==> config.mk <==
export PLATFORM = sky130hd
export DESIGN_NAME = fir_128_mdc_seq
export DESIGN_NICKNAME = d
export VERILOG_FILES = /design/src/rtl/fir_128_mdc_seq_pkg.sv /design/src/rtl/fir_128_mdc_seq_addr.sv /design/src/rtl/fir_128_mdc_seq.sv
export SDC_FILE = /design/constraint.sdc
export NUM_CORES = 1
export LEC_CHECK = 0
export CORE_MARGIN = 4
export CORE_UTILIZATION = 50
export DETAILED_ROUTE_END_ITERATION = 8
export HOLD_SLACK_MARGIN = 0.1
export PLACE_DENSITY_LB_ADDON = 0.08
export SETUP_SLACK_MARGIN = 0.05
export SKIP_CTS_REPAIR_TIMING = 1
export SYNTH_ARGS = -nofsm -noshare
export SYNTH_HDL_FRONTEND = slang
export SYNTH_SLANG_ARGS = --single-unit
==> constraint.sdc <==
create_clock -name clk_i -period 3.7 [get_ports clk_i]
set_clock_uncertainty 0.2 [all_clocks]
set_input_delay 0.555 -clock clk_i [delete_from_list [all_inputs] [get_ports clk_i]]
set_output_delay 0.555 -clock clk_i [all_outputs]
set_load 0.05 [all_outputs]
==> src/rtl/fir_128_mdc_seq_pkg.sv <==
// Shared types for the FIR-128 MDC tile sequencer: FSM states, the
// decoded control bundle and the per-tile handshake flags.
package fir_128_mdc_package;

    typedef enum logic [2:0] {
        IDLE,
        ISSUE,
        RUN,
        NEXT,
        FIN
    } seq_state_t;

    // Outputs decoded from the current state and flags
    typedef struct packed {
        logic src_req;
        logic snk_req;
        logic busy;
        logic done;
    } ctrl_seq_t;

    // Sticky per-tile handshake flags, cleared between tiles
    typedef struct packed {
        logic src_ack;
        logic snk_ack;
        logic src_done;
        logic snk_done;
    } flags_seq_t;

endpackage

==> src/rtl/fir_128_mdc_seq_addr.sv <==
// Per-stream address generator: load latches base and stride, step
// advances the address by the stride (wrapping modulo 2^ADDR_W).
module fir_128_mdc_seq_addr #(
    parameter int ADDR_W = 32
) (
    input  logic              clk_i,
    input  logic              rst_i,
    input  logic              load_i,
    input  logic              step_i,
    input  logic [ADDR_W-1:0] base_i,
    input  logic [ADDR_W-1:0] stride_i,
    output logic [ADDR_W-1:0] addr_o
);

    logic [ADDR_W-1:0] addr_q, addr_d;
    logic [ADDR_W-1:0] stride_q, stride_d;

    // Next address: load has priority over step
    always_comb begin
        // NOTE: every always_comb output gets a default first so no path leaves it unassigned (no latch).
        addr_d   = addr_q;
        stride_d = stride_q;
        if (load_i) begin
            addr_d   = base_i;
            stride_d = stride_i;
        end else if (step_i) begin
            addr_d = addr_q + stride_q;
        end
    end

    // Address and stride registers with synchronous reset
    always_ff @(posedge clk_i) begin
        // NOTE: state registers use non-blocking (<=) so all flops update together at the edge.
        if (rst_i) begin
            addr_q   <= '0;
            stride_q <= '0;
        end else begin
            addr_q   <= addr_d;
            stride_q <= stride_d;
        end
    end

    assign addr_o = addr_q;

endmodule

==> src/rtl/fir_128_mdc_seq.sv <==
// FIR-128 MDC tile sequencer: for each tile, issues a source (x_V) and
// sink (y_V) request, starts the engine once both are accepted, waits for
// both transfers and the expected y_V beat count, then moves to the next
// tile with stride-advanced addresses.
module fir_128_mdc_seq
    import fir_128_mdc_package::*;
#(
    parameter int ADDR_W = 32,
    parameter int CNT_W  = 32,
    parameter int TILE_W = 12
) (
    input  logic              clk_i,
    input  logic              rst_i,
    input  logic              clear_i,
    input  logic              start_i,
    input  logic [TILE_W-1:0] nb_tiles_i,
    input  logic [ADDR_W-1:0] x_base_i,
    input  logic [ADDR_W-1:0] y_base_i,
    input  logic [ADDR_W-1:0] x_stride_i,
    input  logic [ADDR_W-1:0] y_stride_i,
    input  logic [CNT_W-1:0]  x_size_i,
    input  logic [CNT_W-1:0]  y_size_i,
    input  logic [CNT_W-1:0]  cnt_limit_i,
    output logic              src_req_o,
    output logic [ADDR_W-1:0] src_addr_o,
    output logic [CNT_W-1:0]  src_size_o,
    input  logic              src_ack_i,
    input  logic              src_done_i,
    output logic              snk_req_o,
    output logic [ADDR_W-1:0] snk_addr_o,
    output logic [CNT_W-1:0]  snk_size_o,
    input  logic              snk_ack_i,
    input  logic              snk_done_i,
    output logic              eng_start_o,
    input  logic              y_valid_i,
    input  logic              y_ready_i,
    output logic              busy_o,
    output logic [TILE_W-1:0] tile_idx_o,
    output logic              done_o,
    output logic              ovf_o
);

    seq_state_t        state_q, state_d;
    flags_seq_t        flags_q, flags_d;
    ctrl_seq_t         ctrl;
    logic [TILE_W-1:0] tile_q, tile_d;
    logic [TILE_W-1:0] nb_tiles_q, nb_tiles_d;
    logic [CNT_W-1:0]  count_q, count_d;
    logic [CNT_W-1:0]  limit_q, limit_d;
    logic [CNT_W-1:0]  x_size_q, x_size_d;
    logic [CNT_W-1:0]  y_size_q, y_size_d;
    logic              ovf_q, ovf_d;
    logic              eng_start_q, eng_start_d;

    logic sync_rst;
    logic beat;
    logic addr_load;
    logic addr_step;

    assign sync_rst  = rst_i | clear_i;
    assign beat      = y_valid_i & y_ready_i;
    assign addr_load = (state_q == IDLE) && start_i;
    assign addr_step = (state_q == NEXT) && (tile_q != nb_tiles_q);

    fir_128_mdc_seq_addr #(.ADDR_W(ADDR_W)) u_x_addr (
        .clk_i    (clk_i),
        .rst_i    (sync_rst),
        .load_i   (addr_load),
        .step_i   (addr_step),
        .base_i   (x_base_i),
        .stride_i (x_stride_i),
        .addr_o   (src_addr_o)
    );

    fir_128_mdc_seq_addr #(.ADDR_W(ADDR_W)) u_y_addr (
        .clk_i    (clk_i),
        .rst_i    (sync_rst),
        .load_i   (addr_load),
        .step_i   (addr_step),
        .base_i   (y_base_i),
        .stride_i (y_stride_i),
        .addr_o   (snk_addr_o)
    );

    // Next-state logic: handshake flags, beat counter and tile sequencing
    always_comb begin
        state_d     = state_q;
        flags_d     = flags_q;
        tile_d      = tile_q;
        nb_tiles_d  = nb_tiles_q;
        count_d     = count_q;
        limit_d     = limit_q;
        x_size_d    = x_size_q;
        y_size_d    = y_size_q;
        ovf_d       = ovf_q;
        eng_start_d = 1'b0;

        // Done pulses are remembered in any active state and in any order
        if (state_q != IDLE) begin
            flags_d.src_done = flags_q.src_done | src_done_i;
            flags_d.snk_done = flags_q.snk_done | snk_done_i;
        end

        // Acks only matter while the requests are outstanding
        if (state_q == ISSUE) begin
            flags_d.src_ack = flags_q.src_ack | src_ack_i;
            flags_d.snk_ack = flags_q.snk_ack | snk_ack_i;
        end

        // Beat counter saturates at the limit; an extra beat flags overrun
        if (((state_q == ISSUE) || (state_q == RUN)) && beat) begin
            if (count_q == limit_q) begin
                if (limit_q != '0) begin
                    ovf_d = 1'b1;
                end
            end else begin
                count_d = count_q + 1'b1;
            end
        end

        unique case (state_q)
            IDLE: begin
                if (start_i) begin
                    nb_tiles_d = nb_tiles_i;
                    limit_d    = cnt_limit_i;
                    x_size_d   = x_size_i;
                    y_size_d   = y_size_i;
                    tile_d     = '0;
                    count_d    = '0;
                    flags_d    = '0;
                    ovf_d      = 1'b0;
                    state_d    = ISSUE;
                end
            end
            ISSUE: begin
                if (flags_d.src_ack && flags_d.snk_ack) begin
                    eng_start_d = 1'b1;
                    state_d     = RUN;
                end
            end
            RUN: begin
                if (flags_q.src_done && flags_q.snk_done && (count_q >= limit_q)) begin
                    state_d = NEXT;
                end
            end
            NEXT: begin
                flags_d = '0;
                count_d = '0;
                if (tile_q == nb_tiles_q) begin
                    state_d = FIN;
                end else begin
                    tile_d  = tile_q + 1'b1;
                    state_d = ISSUE;
                end
            end
            FIN: begin
                state_d = IDLE;
            end
            default: begin
                state_d = IDLE;
            end
        endcase
    end

    // Output decode from the registered state and flags
    always_comb begin
        ctrl         = '0;
        ctrl.src_req = (state_q == ISSUE) && !flags_q.src_ack;
        ctrl.snk_req = (state_q == ISSUE) && !flags_q.snk_ack;
        ctrl.busy    = (state_q != IDLE);
        ctrl.done    = (state_q == FIN);
    end

    // State register; rst_i and clear_i both return everything to zero
    always_ff @(posedge clk_i) begin
        if (sync_rst) begin
            state_q     <= IDLE;
            flags_q     <= '0;
            tile_q      <= '0;
            nb_tiles_q  <= '0;
            count_q     <= '0;
            limit_q     <= '0;
            x_size_q    <= '0;
            y_size_q    <= '0;
            ovf_q       <= 1'b0;
            eng_start_q <= 1'b0;
        end else begin
            state_q     <= state_d;
            flags_q     <= flags_d;
            tile_q      <= tile_d;
            nb_tiles_q  <= nb_tiles_d;
            count_q     <= count_d;
            limit_q     <= limit_d;
            x_size_q    <= x_size_d;
            y_size_q    <= y_size_d;
            ovf_q       <= ovf_d;
            eng_start_q <= eng_start_d;
        end
    end

    assign src_req_o   = ctrl.src_req;
    assign snk_req_o   = ctrl.snk_req;
    assign busy_o      = ctrl.busy;
    assign done_o      = ctrl.done;
    assign src_size_o  = x_size_q;
    assign snk_size_o  = y_size_q;
    assign eng_start_o = eng_start_q;
    assign tile_idx_o  = tile_q;
    assign ovf_o       = ovf_q;

endmodule

==> results.toml <==
[clock_tree]
htreeDepth = 1
path_clk_slew_ps = 60
cts_tree = "done"
cts_sinks = 289
cts_buffers = 31
clk_latency_ps = 560
clk_path_buf_depth = 3
clockRootBuffer = "clkbuf_16"

[cells_and_area]
areaGrowthSynthToFinish_pct = 35.3
finalNetCount = 2614
final_layout_size_suffix_gt1_share_pct = 3.84
final_core_util_pct = 68.6

[global_routing]
grt_first_pass_wirelength_um = 76100
grt_overflow = 0
antenna_found_initial = 12
grt_pass1_vias = 14643
grt_max_degree = 142
grtUsageTotal_pct = 27.5

[sta]
drv_slew = 0
setup_ws_ps = 455
max_freq_ghz = 0.308
tns_ps = 0
hold_violations = 0
min_period_over_period_pct = 87.7
max-slew-margin-rel_pct = 41.9
setup_viol = 0
layout_min_cycle_time_ps = 3250
worstMarginPinSlew_ps = 871
hold_slack_ps = 251
rsz0062_at_grt = "false"

[synth]
synthMuxAreaShare_pct = 0.735
synth_async_sr_flop_share_pct = 0
synthAdderAreaFrac_pct = 8.29
synth_area_mm2 = 0.0150
synth_nets = 2278
synth-xor-area-share_pct = 4.86
synth_ff_type = "dfxtp_1"
synthTopCellsByArea = "dfxtp_1, nand2_1, a21oi_1"
synthSimpleGateAreaFrac_pct = 22.4
synth_compound_area_share_pct = 21.1
synth_edf_count = 0
yosysSeqAreaShare_pct = 38.6
syn_area_per_cell_um2 = 7.74
synth_largest_area_cell = "dfxtp_1"
synthDistinctLibCells = 69
synth_warnings = 0
yosys_register_bits = 289
synthCells = 1934
synth_top_family_by_area = "simple AND/OR/NAND/NOR gates"
synth_top_area_share_pct = 38.6

[route]
drt_pass1_iterations = 5
ant_nets = 0
num_vias = 14999
wl_um = 47300
wl_per_cell_um = 17.6
drc_errors = 0
viasPerCell = 5.57
drt_iter0_markers = 867

[setup_path]
max_stage_delay_ps = 810
worstPathArrival_ps = 2490
cp_max_fo = 6
worstSetupPathType = "reg -> out"
startpoint_type = "flop"
endpoint_kind = "primary output"
crit_chain = "inv_1 -> or3_1 -> nor2_1 -> clkdlybuf4s50_1"
cp_slowest_cell = "clkdlybuf4s50_1"
critPathRequiredTime_ps = 2940

[die]
core.rowCount = 63
start_util_pct = 50.7
die-area_mm2 = 0.0328
core_area_mm2 = 0.0296
io_pins = 392
die_x_um = 181
die_h_um = 181

[pwr]
vdd_drop_max_mv = 0.359
power_switching_mw = 2.03
clockPowerShare_pct = 41.3
combPwrFrac_pct = 15.7
total_power_mw = 7.61
intPower_mw = 5.58
power_frac_seq_pct = 43.0
powerDensity_mw_per_mm2 = 376
swShare_pct = 26.7
power_leakage_nw = 7.81

[flow_run]
maxCapViolCount = 0

[run_status]
status = "completed"

[worst_hold_path]
hp-class = "reg -> reg"

[placed_design]
dp_hpwl_um = 34400
placement.io_buffers = 391
pre_cts_ws_ps = 480
routabilityCongestion = 0.900
-- metal layers --
metal	vias up	global-route usage, %	routed length [um]
met2	433	46.1	22500
li1	7414	-	-
met3	97	6.70	3250
met4	8	9.85	1640
met1	7047	34.7	19800
met5	-	0	60
-- sequential cells by signal, indices dropped and copies added (netlist names), 3 cells and up --
signal	cells
state_q	3
snk_size_o	32
flags_q	4
src_size_o	32
u_x_addr.stride_q	32
u_y_addr.stride_q	32
tile_idx_o	12
u_x_addr.addr_o	32
limit_q	32
u_y_addr.addr_o	32
nb_tiles_q	12
count_q	32
-- synthesized netlist by cell type, types with 9 or more instances --
library cell / count
nand2_1: 453
dfxtp_1: 289
a21oi_1: 280
nor2_1: 125
clkbuf_1: 100
ha_1: 96
o21ai_0: 56
inv_1: 55
xor2_1: 50
nand3_1: 43
a21o_1: 34
xnor2_1: 33
nor3_1: 27
nand4_1: 24
a311oi_1: 19
o21a_1: 19
or3_1: 17
a211oi_1: 16
and3_1: 15
a31oi_1: 14
nor4_1: 13
nor2b_1: 12
o221ai_1: 12
mux2i_1: 11
o211ai_1: 9
-- power groups by stage --
| stage | Clock (mW) | Combinational (mW) | Sequential (mW) |
|---|---|---|---|
| after CTS | 3.21 | 1.20 | 3.27 |
| after global placement | 0 | 1.18 | 3.34 |
| after global routing | 3.33 | 1.29 | 3.28 |
| after floorplan | 0 | 0.480 | 3.51 |
| after detailed placement | 0 | 1.19 | 3.34 |
| final | 3.14 | 1.19 | 3.28 |
-- cell type report --
cell class	count	area, um2
fill	2502	9300
multi-input combinational	1486	8620
sequential	289	5790
timing repair buffer	407	4110
clock buffer	47	926
tap	390	488
inverter	55	206
clock inverter	9	110
antenna	8	20.0
-- cell families after synthesis --
kind of cell | count (synthesis)
compound gates | 521
fa+ha+maj | 98
mux | 11
buf+inv | 159
xor+xnor | 83
flops | 289
simple gates | 773
-- cell usage in the layout, fill, tap and decap left out, drive strengths merged, types with 10 or more instances in the layout --
| cell type | netlist | layout |
|---|---|---|
| a31oi | 14 | 14 |
| dfxtp | 289 | 289 |
| o211ai | 10 | 10 |
| mux2i | 11 | 11 |
| o221ai | 12 | 12 |
| a211oi | 18 | 18 |
| clkdlybuf4s50 | 0 | 391 |
| nand3 | 43 | 43 |
| nand2 | 453 | 453 |
| nor2b | 12 | 12 |
| o21ai | 64 | 64 |
| o21a | 20 | 20 |
| xor2 | 50 | 50 |
| buf | 4 | 16 |
| ha | 96 | 96 |
| nor3 | 28 | 28 |
| or3 | 17 | 17 |
| clkbuf | 100 | 47 |
| a311oi | 19 | 19 |
| and3 | 15 | 15 |
| xnor2 | 33 | 33 |
| a21oi | 280 | 280 |
| nor4 | 14 | 14 |
| inv | 55 | 56 |
| a21o | 34 | 34 |
| nand4 | 24 | 24 |
| nor2 | 125 | 125 |
-- per-stage QoR --
stage	area (um2)	std cells
2_1_floorplan	15000	1934
3_3_place_gp	19200	2627
3_5_place_dp	19200	2627
4_1_cts	20200	2683
5_1_grt	20300	2691
6_report	20300	2691
-- worst paths after layout --
check	slack, ps	endpoint	startpoint	depth (start not counted)
worst max-delay path	450	src_req_o	state_q[0]$_SDFFE_PP0P_	4
worst min-delay path	250	src_size_o[28]$_SDFFE_PP0P_	src_size_o[28]$_SDFFE_PP0P_	2
worst max register to register	460	u_x_addr.addr_o[28]$_SDFFE_PP0P_	u_x_addr.addr_o[0]$_SDFFE_PP0P_	12
worst min register to register	250	src_size_o[28]$_SDFFE_PP0P_	src_size_o[28]$_SDFFE_PP0P_	2
-- worst max-delay path: cells and delay by family (launching register included) --
family,cells,cell delay (ps)
buffers and inverters,2,950
and+or+nand+nor,2,570
DFF,1,420
Power figures use the tool's default switching activity.
